**src/rtl/lcd_cmd_sequencer_pkg.sv**
```systemverilog
// rtl/lcd_cmd_sequencer_pkg.sv - HD44780 opcodes, FSM states, results and init ROM
package lcd_cmd_sequencer_pkg;

  localparam logic [7:0] OP_CLEAR      = 8'h01;
  localparam logic [7:0] OP_HOME       = 8'h02;
  localparam logic [7:0] OP_ENTRY_INC  = 8'h06;
  localparam logic [7:0] OP_DISP_OFF   = 8'h08;
  localparam logic [7:0] OP_DISP_ON    = 8'h0C;
  localparam logic [7:0] OP_CURSOR_ON  = 8'h0E;
  localparam logic [7:0] OP_SHIFT_L    = 8'h10;
  localparam logic [7:0] OP_SHIFT_R    = 8'h14;
  localparam logic [7:0] OP_FUNC_4B1L  = 8'h20;
  localparam logic [7:0] OP_WRITE_CHAR = 8'h25;
  localparam logic [7:0] OP_FUNC_4B2L  = 8'h28;
  localparam logic [7:0] OP_FUNC_8B1L  = 8'h30;
  localparam logic [7:0] OP_FUNC_8B2L  = 8'h38;

  localparam logic [31:0] RESULT_OK    = 32'h0000_0000;
  localparam logic [31:0] RESULT_BADOP = 32'hFFFF_FFFF;

  localparam int INIT_LEN = 6;

  typedef enum logic [2:0] {
    S_PWR_WAIT,
    S_INIT,
    S_IDLE,
    S_SETUP,
    S_EN_HI,
    S_HOLD,
    S_EXEC,
    S_DONE
  } state_t;

  // 8-bit, 2-line, display on, clear, entry increment
  function automatic logic [7:0] init_rom(input logic [2:0] idx);
    case (idx)
      3'd0, 3'd1, 3'd2: init_rom = OP_FUNC_8B2L;
      3'd3:             init_rom = OP_DISP_ON;
      3'd4:             init_rom = OP_CLEAR;
      default:          init_rom = OP_ENTRY_INC;
    endcase
  endfunction

  function automatic logic is_supported(input logic [7:0] op);
    case (op)
      OP_CLEAR, OP_HOME, OP_DISP_OFF, OP_DISP_ON, OP_CURSOR_ON, OP_SHIFT_L,
      OP_SHIFT_R, OP_FUNC_4B1L, OP_FUNC_4B2L, OP_FUNC_8B1L, OP_FUNC_8B2L,
      OP_WRITE_CHAR: is_supported = 1'b1;
      default:       is_supported = 1'b0;
    endcase
  endfunction

  // Clear and home need the long execution wait
  function automatic logic is_slow_cmd(input logic [7:0] op);
    is_slow_cmd = (op == OP_CLEAR) || (op == OP_HOME);
  endfunction

  function automatic logic [7:0] bus_byte(input logic [7:0] op, input logic [7:0] chr);
    bus_byte = (op == OP_WRITE_CHAR) ? chr : op;
  endfunction

endpackage

```
**src/rtl/lcd_cmd_sequencer_delay_timer.sv**
```systemverilog
// rtl/lcd_cmd_sequencer_delay_timer.sv - load/decrement delay counter with zero flag
module lcd_cmd_sequencer_delay_timer #(
  parameter int              CNT_W   = 20,
  parameter logic [CNT_W-1:0] RST_VAL = '0
) (
  input  logic             clk,
  input  logic             reset,
  input  logic             clk_en,
  input  logic             load,
  input  logic [CNT_W-1:0] load_val,
  output logic             zero
);

  logic [CNT_W-1:0] cnt;

  // Reset value preloads the power-up wait so PWR_WAIT needs no entry load
  always_ff @(posedge clk or negedge reset) begin
    if (!reset) begin
      cnt <= RST_VAL;
    end else if (clk_en) begin
      if (load) begin
        cnt <= load_val;
      end else if (cnt != '0) begin
        cnt <= cnt - CNT_W'(1);
      end
    end
  end

  assign zero = (cnt == '0);

endmodule

```
**src/rtl/lcd_cmd_sequencer.sv**
```systemverilog
// rtl/lcd_cmd_sequencer.sv - Nios II custom instruction driving an HD44780 LCD in 8-bit mode
module lcd_cmd_sequencer
  import lcd_cmd_sequencer_pkg::*;
#(
  parameter int unsigned T_SETUP   = 3,
  parameter int unsigned T_EN      = 12,
  parameter int unsigned T_HOLD    = 3,
  parameter int unsigned T_EXEC    = 2000,
  parameter int unsigned T_CLEAR   = 82000,
  parameter int unsigned T_POWERUP = 750000,
  parameter int          CNT_W     = 20
) (
  input  logic        clk,
  input  logic        reset,
  input  logic        clk_en,
  input  logic        start,
  input  logic [31:0] dataa,
  input  logic [31:0] datab,
  output logic        done,
  output logic [31:0] result,
  output logic [7:0]  lcd_data,
  output logic        lcd_rs,
  output logic        lcd_rw,
  output logic        lcd_en,
  output logic        lcd_backlight
);

  localparam logic [CNT_W-1:0] LD_SETUP   = CNT_W'(T_SETUP - 1);
  localparam logic [CNT_W-1:0] LD_EN      = CNT_W'(T_EN - 1);
  localparam logic [CNT_W-1:0] LD_HOLD    = CNT_W'(T_HOLD - 1);
  localparam logic [CNT_W-1:0] LD_EXEC    = CNT_W'(T_EXEC - 1);
  localparam logic [CNT_W-1:0] LD_CLEAR   = CNT_W'(T_CLEAR - 1);
  localparam logic [CNT_W-1:0] LD_POWERUP = CNT_W'(T_POWERUP - 1);

  state_t           state;
  logic [2:0]       init_idx;
  logic             in_init;
  logic             pend;
  logic [7:0]       pend_op;
  logic [7:0]       pend_chr;
  logic             tmr_load;
  logic [CNT_W-1:0] tmr_val;
  logic             tmr_zero;
  logic             last_entry;
  logic             svc_valid;
  logic [7:0]       svc_op;
  logic [7:0]       svc_chr;
  logic             unused_bits;

  assign unused_bits = ^{dataa[31:8], datab[31:8]};
  assign lcd_rw      = 1'b0;
  assign last_entry  = (init_idx == 3'(INIT_LEN - 1));

  // A start arriving on the very cycle init finishes is serviced directly
  assign svc_valid = pend || start;
  assign svc_op    = start ? dataa[7:0] : pend_op;
  assign svc_chr   = start ? datab[7:0] : pend_chr;

  lcd_cmd_sequencer_delay_timer #(
    .CNT_W   (CNT_W),
    .RST_VAL (LD_POWERUP)
  ) u_timer (
    .clk      (clk),
    .reset    (reset),
    .clk_en   (clk_en),
    .load     (tmr_load),
    .load_val (tmr_val),
    .zero     (tmr_zero)
  );

  // Timer reloads on every state entry that needs a fresh delay
  always_comb begin
    tmr_load = 1'b0;
    tmr_val  = LD_SETUP;
    case (state)
      S_INIT:  tmr_load = 1'b1;
      S_IDLE:  tmr_load = start && is_supported(dataa[7:0]);
      S_SETUP: begin
        tmr_load = tmr_zero;
        tmr_val  = LD_EN;
      end
      S_EN_HI: begin
        tmr_load = tmr_zero;
        tmr_val  = LD_HOLD;
      end
      S_HOLD: begin
        tmr_load = tmr_zero;
        tmr_val  = (!lcd_rs && is_slow_cmd(lcd_data)) ? LD_CLEAR : LD_EXEC;
      end
      S_EXEC:  tmr_load = tmr_zero && in_init && last_entry && svc_valid && is_supported(svc_op);
      default: tmr_load = 1'b0;
    endcase
  end

  always_ff @(posedge clk or negedge reset) begin
    if (!reset) begin
      state         <= S_PWR_WAIT;
      init_idx      <= '0;
      in_init       <= 1'b1;
      pend          <= 1'b0;
      pend_op       <= '0;
      pend_chr      <= '0;
      done          <= 1'b0;
      result        <= '0;
      lcd_data      <= '0;
      lcd_rs        <= 1'b0;
      lcd_en        <= 1'b0;
      lcd_backlight <= 1'b0;
    end else if (clk_en) begin
      done <= 1'b0;
      if (start && in_init) begin
        pend     <= 1'b1;
        pend_op  <= dataa[7:0];
        pend_chr <= datab[7:0];
      end
      case (state)
        S_PWR_WAIT: if (tmr_zero) state <= S_INIT;
        S_INIT: begin
          lcd_data <= init_rom(init_idx);
          lcd_rs   <= 1'b0;
          state    <= S_SETUP;
        end
        S_IDLE: begin
          if (start) begin
            if (is_supported(dataa[7:0])) begin
              lcd_data <= bus_byte(dataa[7:0], datab[7:0]);
              lcd_rs   <= (dataa[7:0] == OP_WRITE_CHAR);
              state    <= S_SETUP;
            end else begin
              done   <= 1'b1;
              result <= RESULT_BADOP;
            end
          end
        end
        S_SETUP: begin
          if (tmr_zero) begin
            lcd_en <= 1'b1;
            state  <= S_EN_HI;
          end
        end
        S_EN_HI: begin
          if (tmr_zero) begin
            lcd_en <= 1'b0;
            state  <= S_HOLD;
          end
        end
        S_HOLD: if (tmr_zero) state <= S_EXEC;
        S_EXEC: begin
          if (tmr_zero) begin
            if (!in_init) begin
              done   <= 1'b1;
              result <= RESULT_OK;
              state  <= S_DONE;
            end else if (!last_entry) begin
              init_idx <= init_idx + 3'd1;
              state    <= S_INIT;
            end else begin
              in_init       <= 1'b0;
              init_idx      <= '0;
              lcd_backlight <= 1'b1;
              pend          <= 1'b0;
              state         <= S_IDLE;
              if (svc_valid) begin
                if (is_supported(svc_op)) begin
                  lcd_data <= bus_byte(svc_op, svc_chr);
                  lcd_rs   <= (svc_op == OP_WRITE_CHAR);
                  state    <= S_SETUP;
                end else begin
                  done   <= 1'b1;
                  result <= RESULT_BADOP;
                end
              end
            end
          end
        end
        S_DONE:  state <= S_IDLE;
        default: state <= S_PWR_WAIT;
      endcase
    end
  end

endmodule
```
**config.mk**
```make
export PLATFORM = sky130hd
export DESIGN_NAME = lcd_cmd_sequencer
export DESIGN_NICKNAME = d
export VERILOG_FILES = /design/src/rtl/lcd_cmd_sequencer_pkg.sv /design/src/rtl/lcd_cmd_sequencer_delay_timer.sv /design/src/rtl/lcd_cmd_sequencer.sv
export SDC_FILE = /design/constraint.sdc
export NUM_CORES = 1
export LEC_CHECK = 0
export CORE_UTILIZATION = 48
export DETAILED_ROUTE_END_ITERATION = 8
export PLACE_DENSITY = 0.81
export REMOVE_ABC_BUFFERS = 1
export SLEW_MARGIN = 20
export SYNTH_ARGS = -nofsm -noshare
export SYNTH_HDL_FRONTEND = slang
export SYNTH_SLANG_ARGS = --single-unit
```
**constraint.sdc**
```tcl
create_clock -name clk -period 3 [get_ports clk]
set_clock_uncertainty 0.15 [all_clocks]
set_input_delay 0.45 -clock clk [delete_from_list [all_inputs] [get_ports clk]]
set_output_delay 0.45 -clock clk [all_outputs]
set_load 0.01 [all_outputs]
```
# == Word-level counts from Yosys, hierarchy flattened ==
# Index checks and enable logic that the tools add are counted.
# classes
addsub,2
n_eq_ne,53
mux,78
reduce_logical,31
# op_table
op,n
32-bit 2-to-1 mux,7
8-bit 2-to-1 mux,11
8-bit by 6-bit == test with 1-bit output (second input constant),10
32-bit one-hot mux with 2 select lines,1
8-bit by 4-bit == test with 1-bit output (second input constant),6
20-bit 2-to-1 mux,2
1-bit 2-to-1 mux,38
17-bit one-hot mux with 2 select lines,1
8-bit by 5-bit == test with 1-bit output (second input constant),4
3-bit 2-to-1 mux,9
8-bit by 1-bit == test with 1-bit output (second input constant),3
8-bit by 2-bit == test with 1-bit output (second input constant),3
2-bit inequality test (second input constant),12
3-bit one-hot mux with 8 select lines,1
8-bit one-hot mux with 3 select lines,1
12-bit OR reduction,2
20-bit logical NOT,1
20-bit nonzero test,1
20-bit by 1-bit subtractor with 20-bit output (second input constant),1
3-bit == test (second input constant),6
6-bit one-hot mux with 3 select lines,1
17-bit 2-to-1 mux,1
8-bit AND reduction,2
3-bit by 2-bit == test with 1-bit output (second input constant),4
19 further kinds,36
# totals
reg_bits,88
input_bits,68
wordCells,177

# == Logic depth before layout (Yosys ltp) ==
# depth
depth_word,16
ltp_mapped,12
mapped_depth_nobuf,10

# == Cells and area by module ==
# From an unflattened synthesis, not the netlist that was laid out.
# hier_totals
cells_unflattened,489
area_unflattened_um2,4350.4
# modules_own_cells
mod,n_inst,cells_each,area_per_inst_um2
lcd_cmd_sequencer,1,321,2927.8
lcd_cmd_sequencer_delay_timer,1,168,1422.6

# == Least setup slack after synthesis ==
# No wires, ideal clock.
# synth_path
kind,in2reg
startpoint,input start
endpoint,register lcd_data[1]
t_arrival_ns,2.553
path_slack_ns,0.172
stages,9
n_path_buf,1
path_cell_list,buf_2 > or2_2 > o22a_1 > a221oi_2 > a221o_1 > nand2_1 > or3_1 > a31oi_4 > mux2_2
# synth_between
elab_chain_len,12
elab_cells_between_ends,34
cone_classes,eq/ne (15); mux (16); reduce/logical (3)
# synth_rtl
item,line,text
"start, declared",lcd_cmd_sequencer.sv:16,"input logic start,"
8-bit 2-to-1 mux,lcd_cmd_sequencer.sv:56,assign svc_op = start ? dataa[7:0] : pend_op;
"8-bit by 6-bit == test with 1-bit output, or another cell as far along","lcd_cmd_sequencer_pkg.sv:45, lcd_cmd_sequencer_pkg.sv:59",
12-bit OR reduction,lcd_cmd_sequencer_pkg.sv:45,case (op)
1-bit 2-to-1 mux,lcd_cmd_sequencer_pkg.sv:45,
1-bit 2-to-1 mux,lcd_cmd_sequencer.sv:163,if (svc_valid) begin
1-bit 2-to-1 mux,lcd_cmd_sequencer.sv:154,end else if (!last_entry) begin
1-bit 2-to-1 mux,lcd_cmd_sequencer.sv:150,if (!in_init) begin
1-bit 2-to-1 mux,lcd_cmd_sequencer.sv:149,if (tmr_zero) begin
1-bit 2-to-1 mux,lcd_cmd_sequencer.sv:116,case (state)
1-bit 2-to-1 mux,lcd_cmd_sequencer.sv:109,end else if (clk_en) begin
2-bit inequality test (no line),--,
9-bit AND reduction (no line),--,
"end signal, assigned",lcd_cmd_sequencer.sv:119,lcd_data <= init_rom(init_idx);
"end signal, assigned",lcd_cmd_sequencer.sv:126,"lcd_data <= bus_byte(dataa[7:0], datab[7:0]);"
"end signal, assigned",lcd_cmd_sequencer.sv:165,"lcd_data <= bus_byte(svc_op, svc_chr);"
"end, declared",lcd_cmd_sequencer.sv:21,"output logic [7:0] lcd_data,"
# Several ways; a longest one is shown, not always the timed one. The select of a mux whose other input is x is not followed.
# A chain may end at the register's enable or synchronous reset.

# == Worst setup path after layout ==
# layout_path
startpoint,input dataa[3]
endpoint,register u_timer.cnt[7]
# layout_between
elab_chain_len,9
elab_cells_between_ends,37
cone_classes,eq/ne (24); mux (7); reduce/logical (6)
# layout_rtl
item,line,text
"start, declared",lcd_cmd_sequencer.sv:17,"input logic [31:0] dataa,"
8-bit 2-to-1 mux,lcd_cmd_sequencer.sv:56,
"8-bit by 6-bit == test with 1-bit output, or another cell as far along",lcd_cmd_sequencer_pkg.sv:45,
12-bit OR reduction,lcd_cmd_sequencer_pkg.sv:45,
1-bit 2-to-1 mux,lcd_cmd_sequencer_pkg.sv:45,
1-bit 2-to-1 mux,lcd_cmd_sequencer.sv:75,case (state)
1-bit logical AND,lcd_cmd_sequencer.sv:90,S_EXEC: tmr_load = tmr_zero && in_init && last_entry && svc_valid && is_supported(svc_op);
1-bit one-hot mux with 4 select lines *,lcd_cmd_sequencer.sv:75,
2-bit nonzero test (no line),--,
2-bit AND reduction (no line),--,
"end signal, assigned",lcd_cmd_sequencer_delay_timer.sv:22,cnt <= load_val;
"end signal, assigned",lcd_cmd_sequencer_delay_timer.sv:24,cnt <= cnt - CNT_W'(1);
"end, declared",lcd_cmd_sequencer_delay_timer.sv:14,logic [CNT_W-1:0] cnt;
# Every way passes the cells marked *; elsewhere a longest branch is shown, timed or not. The select of a mux whose other input is x is not followed.

==> impl_metrics.ini <==
[status]
status = finished, final reports clean

[layout]
final_cell_mix = clkdlybuf4s50_1, dfrtp_1, buf_4
fillCellCount = 623
final_common_cell = clkdlybuf4s50_1
seq_area_um2 = 1440
fin_cells = 611
fin_nets = 575
num_antenna_cells = 0
drive_above_1_share_pct = 23.8
area_growth_syn_to_layout_pct = 26.8
fin_util_pct = 63.7
multiInputGateArea_um2 = 2080

[die]
fp.dieArea_um2 = 8540
start_util_pct = 50.3
rows = 32
die_x_um = 92.4
die_h_um = 92.4
coreArea_um2 = 7810
top_level_ports = 113

[cts]
cts_made_buffers = 9
clkTransAtPathRegs_ps = 70
clk_latency_ps = 340
cts_tree = built
cts_buffer_depth = 2
htreeDepth = 3
root_buffer = clkbuf_8
cts_sinks = 57
post-cts-setup-buffers = 0

[sta]
rsz0062_at_grt = no
layout_worst_path_cycle_share_pct = 96.7
fin_tns_setup_ps = 0
worst_pin_slew_ps = 802
slew_violations = 0
slew_headroom_pct = 46.5
setup_viol = 0
min_period_ps = 2900
fmax_mhz = 345
hold_viol = 0

[setup_path]
r2r_slack_ps = 180
path_max_fanout = 12
crit_family = compound AO/OA/AOI/OAI gates
path_cells = clkdlybuf4s50_1, inv_1, xnor2_1, a32o_1, a221oi_1, buf_4, o21ai_2, or2_1, buf_12, o31a_1, o22ai_1
arrival_ps = 3010
crit_type = in -> reg
worstPathRequired_ps = 3110
cp_num_buf_inv = 4
cp-start-kind = input port
cp_slowest_cell = clkdlybuf4s50_1
endpoint_kind = register
slowest_delay_ps = 550

[route]
wl_per_cell_um = 16.4
ant_nets = 0
vias = 3602
drc = 0
dr.pass1.iters = 5
routed_wl_um = 10100
drtIter0Drc = 243
via_per_inst = 5.90

[synth]
synthCells = 438
synthDistinctLibCells = 72
ys_seq_elements = 57
synth_ff_type = dfrtp_1
avgSynthCellArea_um2 = 8.96
ys_warn_count = 0
synth_edf_count = 0
synth-async-reset-ratio_pct = 100
ys_seq_area_share_pct = 36.8
syn_area_um2 = 3920

[pwr]
p_int_mw = 2.06
p_leak_nw = 2.06
p_seq_share_pct = 38.0
netSwitchingFraction_pct = 35.3
powerDensity_nw_per_um2 = 640
peakVddDrop_uv = 432
total_power_mw = 3.18
pwr-share-clk_pct = 25.8
combPwrFrac_pct = 36.1
p_sw_mw = 1.12

[placement]
portBuffers = 63
place.gp.congestion = 0.889
hpwl_um = 7300
dp_cells = 594

[global_routing]
grt_util_met2_pct = 40.5
gr-usage-all-layers_pct = 23.8
grt_pass1_vias = 3432
grt_max_degree = 34
busiest_layer = met2
overflow = 0
grt_pass1_wl_um = 16100
grtUsageMet1_pct = 29.8
grt_antenna_before_repair = 0
grtUsageMet3_pct = 4.76

[min_path]
hold_path.class = reg -> reg

[job]
drv_cap = 0
stage by stage:
step	worst slack, ps	hold WS, ps	area [µm²]
after floorplan	142	4.41	3560
after global placement	-403	301	4710
after detailed placement	-449	310	4710
after CTS	71.0	324	4950
after global routing	13.2	345	4970
final	98.4	320	4970
power by group through the flow:
stage / Combinational (mW) / Clock (mW) / Sequential [mW]
2_1_floorplan: 0.648 / 0 / 1.19
3_3_place_gp: 1.09 / 0 / 1.20
3_5_place_dp: 1.13 / 0 / 1.21
4_1_cts: 1.14 / 0.835 / 1.20
5_1_grt: 1.25 / 0.868 / 1.24
6_report: 1.15 / 0.822 / 1.21
what timing repair did:
item,4_1_cts,5_1_grt
hold endpoints to repair,18,0
gates resized for setup,4,5
pin swaps,1,0
cloned,0,0
hold buffers,1,0
setup endpoints to repair,9,17
final timing paths:
path                                              from                          end  depth (start not counted)
max in group asynchronous                        reset  u_timer.cnt[13]$_DFFE_PN1P_                          3
setup / recovery                              dataa[3]   u_timer.cnt[7]$_DFFE_PN1P_                         11
min in group asynchronous                        reset      pend_chr[2]$_DFFE_PN0P_                          2
hold reg to reg            u_timer.cnt[13]$_DFFE_PN1P_  u_timer.cnt[13]$_DFFE_PN1P_                          2
setup reg to reg           u_timer.cnt[14]$_DFFE_PN1P_   u_timer.cnt[2]$_DFFE_PN1P_                         10
hold / removal             u_timer.cnt[13]$_DFFE_PN1P_  u_timer.cnt[13]$_DFFE_PN1P_                          2
cell usage after synthesis (6+ instances only):
library cell / n / area share (%)
dfrtp_1: 43 / 27
buf_4: 33 / 6.3
o21ai_0: 31 / 4.0
nor2_1: 30 / 2.9
nand2_1: 24 / 2.3
mux2_2: 23 / 6.6
a21oi_1: 22 / 2.8
inv_1: 17 / 1.6
nand3_1: 17 / 2.2
nor3_1: 17 / 2.2
dfstp_2: 14 / 9.4
clkbuf_1: 11 / 1.1
mux2i_1: 11 / 2.8
buf_2: 8 / 1.0
nand2b_1: 8 / 1.3
nor4_1: 8 / 1.3
a22o_1: 7 / 1.6
a31oi_1: 6 / 0.96
nor2b_1: 6 / 0.96
o22ai_1: 6 / 0.96
tightest hold or removal path, stage by stage, from the launching register on:
cell     delay (ps)
dfstp_2         370
inv_1            40
o22ai_1          50
cells by family (layout without fill, tap and decap cells):
kind of cell / after synthesis / count (layout) / synth area share (%)
buffers and inverters: 73 / 144 / 10.8
muxes: 35 / 35 / 9.69
and+or+nand+nor: 143 / 143 / 19.1
xor gates and xnor gates: 6 / 6 / 1.34
DFF: 57 / 57 / 36.8
adders and majority gates: 4 / 4 / 1.21
AOI/OAI and AO/OA: 119 / 119 / 21.0
other: 1 / 1 / 0.0956
sequential cells by signal, indices dropped and copies added, names as in the netlist:
signal / cells
done: 1
in_init: 1
init_idx: 3
lcd_backlight: 1
lcd_data: 8
lcd_en: 1
lcd_rs: 1
pend: 1
pend_chr: 8
pend_op: 8
result: 1
state: 3
u_timer.cnt: 20
per-layer routing:
layer | share of wire (%) | vias to the layer above
met4 | 1.8 | 0
met2 | 50 | 128
li1 | - | 1714
met1 | 43 | 1735
met5 | 0 | -
met3 | 5.6 | 25
area by class of cell:
cell class | count | area share (%)
clock inverter | 7 | 2.04
multi-input combinational | 308 | 41.9
clock buffer | 9 | 2.49
inverter | 17 | 1.28
timing repair buffer | 111 | 20.7
tap | 102 | 2.57
sequential | 57 | 29.0
No activity file was read; power rests on OpenSTA's default activity.
